--- config.mk ---
export PLATFORM = sky130hd
export DESIGN_NAME = mem_port_arbiter
export DESIGN_NICKNAME = d
export VERILOG_FILES = /design/src/rtl/mem_port_arbiter.sv
export SDC_FILE = /design/constraint.sdc
export NUM_CORES = 1
export LEC_CHECK = 0
export CAP_MARGIN = 20
export CORE_MARGIN = 10
export CORE_UTILIZATION = 44
export CTS_CLUSTER_SIZE = 14
export DETAILED_ROUTE_END_ITERATION = 12
export PLACE_DENSITY = 0.84
export SYNTH_ARGS = -nofsm -noshare
export SYNTH_HDL_FRONTEND = slang
export SYNTH_SLANG_ARGS = --single-unit
--- constraint.sdc ---
create_clock -name clk -period 4.6 [get_ports clk]
set_input_delay 0.92 -clock clk [delete_from_list [all_inputs] [get_ports clk]]
set_output_delay 0.92 -clock clk [all_outputs]
set_load 0.03 [all_outputs]
--- src/rtl/mem_port_arbiter.sv ---
// rtl/mem_port_arbiter.sv - CPU/external arbiter for the single-port data RAM, one 3-cycle transaction at a time
// The CPU has priority; a streak counter forces an external grant after MAX_CPU_STREAK contested CPU grants.
module mem_port_arbiter #(
  parameter int ADDR_W         = 16,
  parameter int DATA_W         = 16,
  parameter int MAX_CPU_STREAK = 4
) (
  input  logic              clk,
  input  logic              rst,
  input  logic              cpu_req,
  input  logic              cpu_we,
  input  logic [ADDR_W-1:0] cpu_addr,
  input  logic [DATA_W-1:0] cpu_wdata,
  output logic [DATA_W-1:0] cpu_rdata,
  output logic              cpu_done,
  output logic              cpu_stall,
  input  logic              ext_req,
  input  logic              ext_we,
  input  logic [ADDR_W-1:0] ext_addr,
  input  logic [DATA_W-1:0] ext_wdata,
  output logic [DATA_W-1:0] ext_rdata,
  output logic              ext_ack,
  output logic              mem_en,
  output logic              mem_we,
  output logic [ADDR_W-1:0] mem_addr,
  output logic [DATA_W-1:0] mem_wdata,
  input  logic [DATA_W-1:0] mem_rdata
);

  localparam int SW = $clog2(MAX_CPU_STREAK + 1);
  localparam logic [SW-1:0] STREAK_MAX = SW'(MAX_CPU_STREAK);

  typedef enum logic [1:0] {IDLE, ISSUE, RESP} state_t;

  state_t            state, state_next;
  logic              owner_ext;
  logic              we_q;
  logic [SW-1:0]     streak;
  logic [DATA_W-1:0] cpu_rdata_q;
  logic [DATA_W-1:0] ext_rdata_q;
  logic              grant_ext;
  logic              grant_cpu;

  assign grant_ext = ext_req && (!cpu_req || streak == STREAK_MAX);
  assign grant_cpu = cpu_req && !grant_ext;

  always_comb begin
    state_next = state;
    case (state)
      IDLE:    if (grant_ext || grant_cpu) state_next = ISSUE;
      ISSUE:   state_next = RESP;
      RESP:    state_next = IDLE;
      default: state_next = IDLE;
    endcase
  end

  always_ff @(posedge clk) begin
    if (rst) begin
      state       <= IDLE;
      owner_ext   <= 1'b0;
      we_q        <= 1'b0;
      streak      <= '0;
      mem_addr    <= '0;
      mem_wdata   <= '0;
      cpu_rdata_q <= '0;
      ext_rdata_q <= '0;
    end else begin
      state <= state_next;
      if (state == IDLE) begin
        if (grant_ext) begin
          owner_ext <= 1'b1;
          we_q      <= ext_we;
          mem_addr  <= ext_addr;
          mem_wdata <= ext_wdata;
          streak    <= '0;
        end else if (grant_cpu) begin
          owner_ext <= 1'b0;
          we_q      <= cpu_we;
          mem_addr  <= cpu_addr;
          mem_wdata <= cpu_wdata;
          // Only grants that make a waiting external requester wait again count.
          if (!ext_req)
            streak <= '0;
          else if (streak != STREAK_MAX)
            streak <= streak + SW'(1);
        end
      end
      // Read data is captured as the response completes so it holds until the owner's next read.
      if (state == RESP && !we_q) begin
        if (owner_ext) ext_rdata_q <= mem_rdata;
        else           cpu_rdata_q <= mem_rdata;
      end
    end
  end

  assign mem_en    = (state == ISSUE);
  assign mem_we    = mem_en && we_q;
  assign cpu_done  = (state == RESP) && !owner_ext;
  assign ext_ack   = (state == RESP) && owner_ext;
  assign cpu_rdata = (cpu_done && !we_q) ? mem_rdata : cpu_rdata_q;
  assign ext_rdata = (ext_ack && !we_q) ? mem_rdata : ext_rdata_q;
  assign cpu_stall = cpu_req && !cpu_done;

endmodule

==> results of run 1 <==
==> registers in the layout, summed over array words and instances, names as in the netlist <==
register and flops:
cpu_rdata_q 16, ext_rdata_q 16, mem_addr 16, mem_wdata 16, streak 3, state 2, owner_ext 1, we_q 1
==> worst paths after layout <==
path / slack [ps] / start / to / cells past startpoint
setup / recovery: 940 / state[1]$_SDFFE_PP0P_ / cpu_rdata[10] / 4
hold / removal: 520 / streak[0]$_SDFFE_PP0P_ / streak[0]$_SDFFE_PP0P_ / 2
setup reg to reg: 2480 / streak[0]$_SDFFE_PP0P_ / mem_wdata[7]$_SDFFE_PP0P_ / 6
hold reg to reg: 520 / streak[0]$_SDFFE_PP0P_ / streak[0]$_SDFFE_PP0P_ / 2
==> worst reg2reg max path: cells and delay by family (launching register included) <==
kind / cells / cell delay [ps]
compound gates: 3 / 1020
buf+inv: 2 / 430
flops: 1 / 360
fa+ha+maj: 1 / 220
==> metrics by stage <==
step,hold slack [ps],instances
floorplan,466.2,337
global placement,481.3,561
detailed placement,503.3,561
CTS,514.3,577
global route,548.1,578
finish,515.3,578
==> area by class of cell <==
| class | count | area [um2] | area share (%) |
|---|---|---|---|
| Multi-Input combinational cell | 228 | 1679 | 33.46 |
| Sequential cell | 71 | 1421 | 28.32 |
| Inverter | 3 | 11.26 | 0.2244 |
| Clock buffer | 11 | 141.4 | 2.817 |
| Tap cell | 99 | 123.9 | 2.468 |
| Antenna cell | 1 | 2.502 | 0.04986 |
| Timing Repair Buffer | 160 | 1582 | 31.51 |
| Clock inverter | 5 | 57.56 | 1.147 |
==> logic make-up after synthesis <==
| logic type | synth area share (%) |
|---|---|
| compound gates | 20.84 |
| buf+inv | 5.315 |
| simple gates | 16.56 |
| flops | 43.44 |
| fa+ha+maj | 0.7647 |
| mux | 13.08 |
==> where the power goes <==
group	total [mW]	internal (mW)	switching (mW)
logic	0.419	0.196	0.223
registers	0.681	0.656	0.0252
clock network	0.498	0.265	0.232
==> Yosys cell counts (all sizes together) <==
master,instances
and2b,10
or2,2
a21bo,1
nor3b,1
buf,7
inv,3
nor4b,1
nor3,1
nand3,34
nand4b,1
a21boi,1
nor2,3
a31oi,1
and4bb,1
and2,1
nand4,3
ha,2
clkbuf,28
nor2b,26
a311oi,33
mux2,32
dfxtp,71
o21ai,37
a21oi,36
and3b,1
==> per-layer routing <==
| layer | track usage (%) | vias to the layer above | routed length (um) |
|---|---|---|---|
| met1 | 20.44 | 1475 | 4347 |
| met2 | 30.08 | 157 | 4983 |
| met3 | 12.32 | 9 | 1622 |
| met4 | 7.157 | 0 | 157 |
| met5 | 0 | - | 0 |
| li1 | - | 1509 | - |
==> flow_summary.ini, run 1 <==
[yosys]
synth_seq_cells = 71
synth_area_leader_cell = sky130_fd_sc_hd__dfxtp_1
synth_nets = 425
synth_warnings = 0
ys_types = 30
synth_top_area_share_pct = 43.44
syn_inst = 337
avgSynthCellArea_um2 = 9.709
synth-seq-area-share_pct = 43.44
synthTopCellsByArea = sky130_fd_sc_hd__dfxtp_1 (43%), sky130_fd_sc_hd__a311oi_1 (8.8%), sky130_fd_sc_hd__mux2_4 (8.3%), sky130_fd_sc_hd__o21ai_0 (5.7%), sky130_fd_sc_hd__a21oi_1 (5.5%)
mappedNetlistArea_um2 = 3272

[min_path]
worst_hold_path_type = reg -> reg

[finish]
layout.nets = 561
mostFrequentLayoutCells = sky130_fd_sc_hd__clkdlybuf4s50_1 (153), sky130_fd_sc_hd__dfxtp_1 (71), sky130_fd_sc_hd__o21ai_0 (37)
layout-area-overhead-vs-synth_pct = 53.38
layout.cells.most_common = sky130_fd_sc_hd__clkdlybuf4s50_1
post_route_cells_drive_above_1_share_pct = 13.39
final.fill_count = 580
final_design_area_no_fill_um2 = 5019
layout.core_utilization_pct = 69.19

[clock_network]
worst_skew_pair.late_latency_ps = 340
cts_sinks = 71
cts_tree = built
cts_setup_buffers = 0
ctsLongestPathBuffers = 2
root_buffer = sky130_fd_sc_hd__clkbuf_8
clk_pin_slew_ps = 80
resized_after_cts = 0
number_of_levels_the_h_tree_was_split_into = 3
cts_made_buffers = 9
cts-hold-fix-buffers = 0

[critical_path]
crit_required_ps = 3680
path_buf_inv = 2
crit_path_max_delay_family = buffers and inverters
crit_fanout = 10
worst_setup_path_start_kind = flip-flop
cp_slowest_cell = sky130_fd_sc_hd__nor4b_4
critical_path.max_stage_delay_ps = 680
worst_setup_path_end_kind = output port
worst-endpoint-arrival_ps = 2740
worstPathCellList = nor4b_4, buf_4, mux2_4, clkdlybuf4s50_1
criticalPathCategory = reg -> out

[sta]
hold_violations = 0
relative_slew_margins_pct = 38.32
tightestPinTransition_ps = 925.2
setup_violations = 0
period_minus_slack_ps = 3658
max_freq_mhz = 273.3
timing_max_transition_violations_final = 0
fin_ws_ps = 941.5
timing.final.crit_share_pct = 79.53
setup_tns_after_final_layout_ps = 0
rsz_0062_raised_after_global_routing = false
finalClockSkew_ps = 12.39

[route]
first_iter_violations = 179
dr.pass1.iters = 4
detail_route.drc_violations = 0
detail_route.wl_per_cell_um = 19.22
wirelength_mm = 11.11
vias_per_cell = 5.450
num_vias = 3150
drt.antenna.violating_nets = 0

[placed_design]
dp_hpwl_mm = 8.162
dpl_cell_area_um2 = 4817
io_buffers = 154
dp_worst_setup_slack_ps = 1306
final_weighted_congestion_of_routability_driven_global_placement = 0.7939

[power_and_ir_drop]
max-vdd-ir-drop_mv = 0.1900
p_total_mw = 1.598
power.leakage_nw = 1.845
power.density_nw_per_um2 = 318.4

[grt]
grt_pass1_vias = 3331
grt_max_degree = 40
grt_antenna_before_repair = 1
track_usage_pct = 19.19
global_route.overflow_total = 0
grt_pass1_wl_mm = 17.46

[die]
row_count = 31
die-width_um = 106.2
chipHeight_um = 106.2
start_util_pct = 45.11
area_inside_the_core_boundary_um2 = 7253
design.die.area_um2 = 11280
ioPinCount = 155

[status]
status = complete, no violations

[job]
maxCapViolations = 0
Power figures use the tool's default switching activity.
==> run 2, diff against run 1 <==
--- a/config.mk
+++ b/config.mk
@@ -7,10 +7,10 @@
 export LEC_CHECK = 0
 export CAP_MARGIN = 20
 export CORE_MARGIN = 10
-export CORE_UTILIZATION = 44
+export CORE_UTILIZATION = 41
 export CTS_CLUSTER_SIZE = 14
 export DETAILED_ROUTE_END_ITERATION = 12
-export PLACE_DENSITY = 0.84
+export PLACE_DENSITY = 0.79
 export SYNTH_ARGS = -nofsm -noshare
 export SYNTH_HDL_FRONTEND = slang
 export SYNTH_SLANG_ARGS = --single-unit
==> constraint.sdc (replaced) <==
create_clock -name clk -period 3.69 [get_ports clk]
set_input_delay 0.738 -clock clk [delete_from_list [all_inputs] [get_ports clk]]
set_output_delay 0.738 -clock clk [all_outputs]
set_load 0.03 [all_outputs]
==> run 2 against run 1 <==
  * Global-route usage is 1.4 points lower
  * Critical path depth unchanged
  * Clock power increased by 68%
  * Largest cell class unchanged
  * Clock-buffer cell count is 2 lower
  * Register-to-register slack lost 970 ps
  * Die area grew 5.9%
  * Critical endpoint is now cpu_rdata[3]
  * Sequential share of layout area is 0.53 points lower
  * Cell count grew 0.69%
  * Critical path type unchanged
==> flow_summary.ini, run 2 (synthesis results as in run 1) <==
[status]
status = complete, no violations

[clock_network]
cts_setup_buffers = 0
ctsLongestPathBuffers = 2
cts_tree = built
cts_made_buffers = 9
root_buffer = sky130_fd_sc_hd__clkbuf_8
cts_sinks = 71
number_of_levels_the_h_tree_was_split_into = 3
resized_after_cts = 0
clk_pin_slew_ps = 80
cts-hold-fix-buffers = 0
worst_skew_pair.late_latency_ps = 340

[placed_design]
dp_hpwl_mm = 7.837
io_buffers = 154
final_weighted_congestion_of_routability_driven_global_placement = 0.7899
dpl_cell_area_um2 = 4848
dp.cells = 566
dp_worst_setup_slack_ps = 858.7

[min_path]
timing.hold.worst.start = streak[0]$_SDFFE_PP0P_
worst_hold_path_type = reg -> reg

[die]
row_count = 32
area_inside_the_core_boundary_um2 = 7727
start_util_pct = 42.34
design.die.area_um2 = 11950
die-width_um = 109.3
chipHeight_um = 109.3
ioPinCount = 155

[finish]
diodes = 0
final_design_area_no_fill_um2 = 5115
fin_cells = 582
post_route_cells_drive_above_1_share_pct = 13.96
mostFrequentLayoutCells = sky130_fd_sc_hd__clkdlybuf4s50_1 (153), sky130_fd_sc_hd__dfxtp_1 (71), sky130_fd_sc_hd__o21ai_0 (37)
layout.core_utilization_pct = 66.19
layout.cells.most_common = sky130_fd_sc_hd__clkdlybuf4s50_1
layout-area-overhead-vs-synth_pct = 56.33
layout.nets = 563

[grt]
grt_antenna_before_repair = 0
grt_pass1_vias = 3163
grt_pass1_wl_mm = 16.90
track_usage_pct = 17.75
global_route.overflow_total = 0
grt_max_degree = 48

[job]
maxCapViolations = 0

[sta]
max_freq_mhz = 324.2
period_minus_slack_ps = 3084
setup_tns_after_final_layout_ps = 0
rsz_0062_raised_after_global_routing = false
setup_violations = 0
finalClockSkew_ps = 7.601
timing.final.crit_share_pct = 83.58
fin_ws_ps = 605.9
timing_max_transition_violations_final = 0
tightestPinTransition_ps = 932.9
relative_slew_margins_pct = 37.74
hold_violations = 0
holdWs_ps = 508.8

[route]
drt.antenna.violating_nets = 0
num_vias = 3174
detail_route.drc_violations = 0
detail_route.wl_per_cell_um = 19.00
first_iter_violations = 121
wirelength_mm = 11.06
vias_per_cell = 5.454
dr.pass1.iters = 4

[critical_path]
rr_startpoint = streak[0]$_SDFFE_PP0P_
critical_path.max_stage_delay_ps = 610
criticalPathCategory = reg -> out
crit_required_ps = 2950
worst-endpoint-arrival_ps = 2350
critPathLaunch = state[1]$_SDFFE_PP0P_
worst_setup_path_start_kind = flip-flop
worstPathCellList = nor4b_4, buf_4, mux2_2, clkdlybuf4s50_1
cp_slowest_cell = sky130_fd_sc_hd__clkdlybuf4s50_1
crit_fanout = 16
worst_setup_path_end_kind = output port

[power_and_ir_drop]
p_total_mw = 2.210
power.density_nw_per_um2 = 432.1
max-vdd-ir-drop_mv = 0.2640
power.leakage_nw = 1.891
-- run 2: critical path, delay by kind of cell (launching register included) --
| kind | cells | cell delay, ps |
|---|---|---|
| mux | 1 | 380 |
| flops | 1 | 450 |
| buf+inv | 2 | 930 |
| simple gates | 1 | 230 |
-- run 2: per-layer routing --
metal / share of wire, % / vias up / wire, um / global-route usage [%]
met1: 40 / 1473 / 4449 / 20.90
met4: 1.8 / 0 / 195 / 7.249
met5: 0 / - / 0 / 0
li1: - / 1522 / - / -
met3: 14 / 15 / 1602 / 10.71
met2: 44 / 164 / 4812 / 25.64
-- run 2: power breakdown --
part | total [mW] | internal [mW] | switching, mW | leakage [nW]
logic | 0.528 | 0.249 | 0.278 | 1.17
registers | 0.848 | 0.817 | 0.0310 | 0.582
clock network | 0.835 | 0.521 | 0.314 | 0.134
total | 2.21 | 1.59 | 0.623 | 1.89
-- run 2: final timing paths --
kind / to / slack [ps] / depth (start not counted)
worst max register to register: mem_wdata[1]$_SDFFE_PP0P_ / 1510 / 6
worst min-delay path: streak[0]$_SDFFE_PP0P_ / 510 / 2
worst min register to register: streak[0]$_SDFFE_PP0P_ / 510 / 2
worst max-delay path: cpu_rdata[3] / 610 / 4
-- run 2: layout make-up --
class / count / area (um2)
clock buffers: 9 / 123.9
clock inverters: 7 / 142.6
fillers: 630 / 2613
inverters: 3 / 11.26
multi-input cells: 228 / 1679
flip-flops and latches: 71 / 1421
well taps: 102 / 127.6
repair buffers: 162 / 1609
==> run 3, diff against run 2 <==
--- a/config.mk
+++ b/config.mk
@@ -7,10 +7,10 @@
 export LEC_CHECK = 0
 export CAP_MARGIN = 20
 export CORE_MARGIN = 10
-export CORE_UTILIZATION = 41
+export CORE_UTILIZATION = 37
 export CTS_CLUSTER_SIZE = 14
 export DETAILED_ROUTE_END_ITERATION = 12
-export PLACE_DENSITY = 0.79
+export PLACE_DENSITY = 0.75
 export SYNTH_ARGS = -nofsm -noshare
 export SYNTH_HDL_FRONTEND = slang
 export SYNTH_SLANG_ARGS = --single-unit
==> constraint.sdc (replaced) <==
create_clock -name clk -period 2.73 [get_ports clk]
set_input_delay 0.546 -clock clk [delete_from_list [all_inputs] [get_ports clk]]
set_output_delay 0.546 -clock clk [all_outputs]
set_load 0.03 [all_outputs]
==> run 3 against run 2 <==
  * First-iteration DRC count rose by 28%
  * Cell area shrank 0.44%
  * Largest power group unchanged
  * Critical path type unchanged
  * Core utilization fell by 7.5 points
  * Die area up 8.8%
  * Clock skew about the same
==> flow_summary.ini, run 3 (synthesis results as in run 1) <==
[status]
status = complete, no violations

[power_and_ir_drop]
max-vdd-ir-drop_mv = 0.2651
cell_internal_pwr_mw = 1.946
power.leakage_nw = 2.154
power.density_nw_per_um2 = 537.6
comb_power_share_pct = 25.8
pwr-share-seq_pct = 41.8
net-switching-power_mw = 0.7915
power_switching_share_pct = 28.91
power.share.clock_pct = 32.4

[sta]
period_minus_slack_ps = 2538
hold_violations = 0
timing_max_transition_violations_final = 0
fin_ws_ps = 192.4
holdWs_ps = 515.9
setup_violations = 0
rsz_0062_raised_after_global_routing = false
finalClockSkew_ps = 7.942
max_freq_mhz = 394.1
tightestPinTransition_ps = 669.6
relative_slew_margins_pct = 55.31
setup_tns_after_final_layout_ps = 0
timing.final.crit_share_pct = 92.95

[die]
start_util_pct = 37.70
chipHeight_um = 114.0
area_inside_the_core_boundary_um2 = 8678
ioPinCount = 155
die-width_um = 114.0
row_count = 34
design.die.area_um2 = 13000

[grt]
track_usage_pct = 15.60
grt_pass1_wl_mm = 16.76
global_route.overflow_total = 0
grt_max_degree = 72
grt_antenna_before_repair = 1
grt_pass1_vias = 3127

[route]
first_iter_violations = 155
num_vias = 3070
wirelength_mm = 10.72
vias_per_cell = 5.177
detail_route.wl_per_cell_um = 18.08
drt.antenna.violating_nets = 0
dr.pass1.iters = 4
detail_route.drc_violations = 0

[finish]
diodes = 0
final.fill_count = 762
layout-area-overhead-vs-synth_pct = 55.64
layout.cells.most_common = sky130_fd_sc_hd__clkdlybuf4s50_1
post_route_cells_drive_above_1_share_pct = 18.76
layout.nets = 569
mostFrequentLayoutCells = sky130_fd_sc_hd__clkdlybuf4s50_1 (121), sky130_fd_sc_hd__dfxtp_1 (71), sky130_fd_sc_hd__o21ai_0 (37)

[placed_design]
dp_hpwl_mm = 8.079
final_weighted_congestion_of_routability_driven_global_placement = 0.8110
dp_worst_setup_slack_ps = 286.8
io_buffers = 154

[clock_network]
ctsLongestPathBuffers = 2
cts_sinks = 71
cts_made_buffers = 9
number_of_levels_the_h_tree_was_split_into = 3
root_buffer = sky130_fd_sc_hd__clkbuf_8
cts_tree = built
worst_skew_pair.late_latency_ps = 330
clk_pin_slew_ps = 80

[critical_path]
worst_setup_path_start_kind = flip-flop
crit_fanout = 10
criticalPathCategory = reg -> out
worst_setup_path_end_kind = output port
worst-endpoint-arrival_ps = 1990
crit_required_ps = 2180

[min_path]
worst_hold_path_type = reg -> reg

[job]
maxCapViolations = 0
-- run 3: cell types whose count changed in the layout (fill, tap and decap cells not counted), sizes merged --
cell,previous run,this run
dlymetal6s2s,0,12
inv,5,3
buf,9,34
clkinvlp,0,1
dlygate4sd2,0,1
clkdlybuf4s50,153,121
clkinv,1,3
bufinv,4,2
-- run 3: worst paths after layout --
path	from	end	slack, ps	cells after the start
max reg2reg	state[0]$_SDFFE_PP0P_	mem_addr[5]$_SDFFE_PP0P_	800	4
min reg2reg	mem_wdata[14]$_SDFFE_PP0P_	mem_wdata[14]$_SDFFE_PP0P_	520	2
max	state[1]$_SDFFE_PP0P_	cpu_rdata[3]	190	5
min	mem_wdata[14]$_SDFFE_PP0P_	mem_wdata[14]$_SDFFE_PP0P_	520	2
-- run 3: area by class of cell --
| class | count | area [um2] | share of cell area [%] |
|---|---|---|---|
| Sequential cell | 71 | 1421 | 27.91 |
| Clock inverter | 6 | 86.33 | 1.695 |
| Timing Repair Buffer | 168 | 1635 | 32.11 |
| Tap cell | 108 | 135.1 | 2.654 |
| Multi-Input combinational cell | 228 | 1679 | 32.97 |
| Clock buffer | 9 | 123.9 | 2.432 |
| Inverter | 3 | 11.26 | 0.2211 |
-- run 3: timing repair --
| action | in CTS | in global routing |
|---|---|---|
| endpoints found under the setup margin | 1 | 12 |
| setup buffers | 0 | 0 |
| gates resized for setup | 1 | 12 |
| endpoints found under the hold margin | 0 | 0 |
| hold buffers | 0 | 0 |
-- run 3: critical path, cell delays in order, from the launching register on --
cell                      delay [ps]
sky130_fd_sc_hd__dfxtp_1         430
sky130_fd_sc_hd__nor4b_4         220
sky130_fd_sc_hd__buf_4           210
sky130_fd_sc_hd__buf_4           240
sky130_fd_sc_hd__mux2_2          390
sky130_fd_sc_hd__buf_4           180
-- run 3: per-stage QoR --
step | cells | power, mW | instance area [um2] | util [%]
after floorplan | 337 | 1.540 | 3272 | -
after global placement | 578 | 1.870 | 4853 | 55.93
after detailed placement | 578 | 1.880 | 4853 | 55.93
after CTS | 593 | 2.778 | 5062 | 58.33
after global routing | 593 | 2.867 | 5092 | 58.68
final | 593 | 2.737 | 5092 | 58.68
-- run 3: power by group through the flow --
stage / combinational [mW] / clock (mW) / sequential, mW
2_1_floorplan: 0.271 / 0 / 1.27
3_3_place_gp: 0.705 / 0 / 1.17
3_5_place_dp: 0.712 / 0 / 1.17
4_1_cts: 0.713 / 0.920 / 1.14
5_1_grt: 0.757 / 0.958 / 1.15
6_report: 0.705 / 0.888 / 1.14
-- run 3: layer usage --
metal | vias up | track usage [%] | share of wire, %
met3 | 12 | 7.454 | 11
met5 | - | 0 | 0.12
met2 | 132 | 24.79 | 46
met1 | 1396 | 18.11 | 42
li1 | 1528 | - | -
met4 | 2 | 4.929 | 0.93
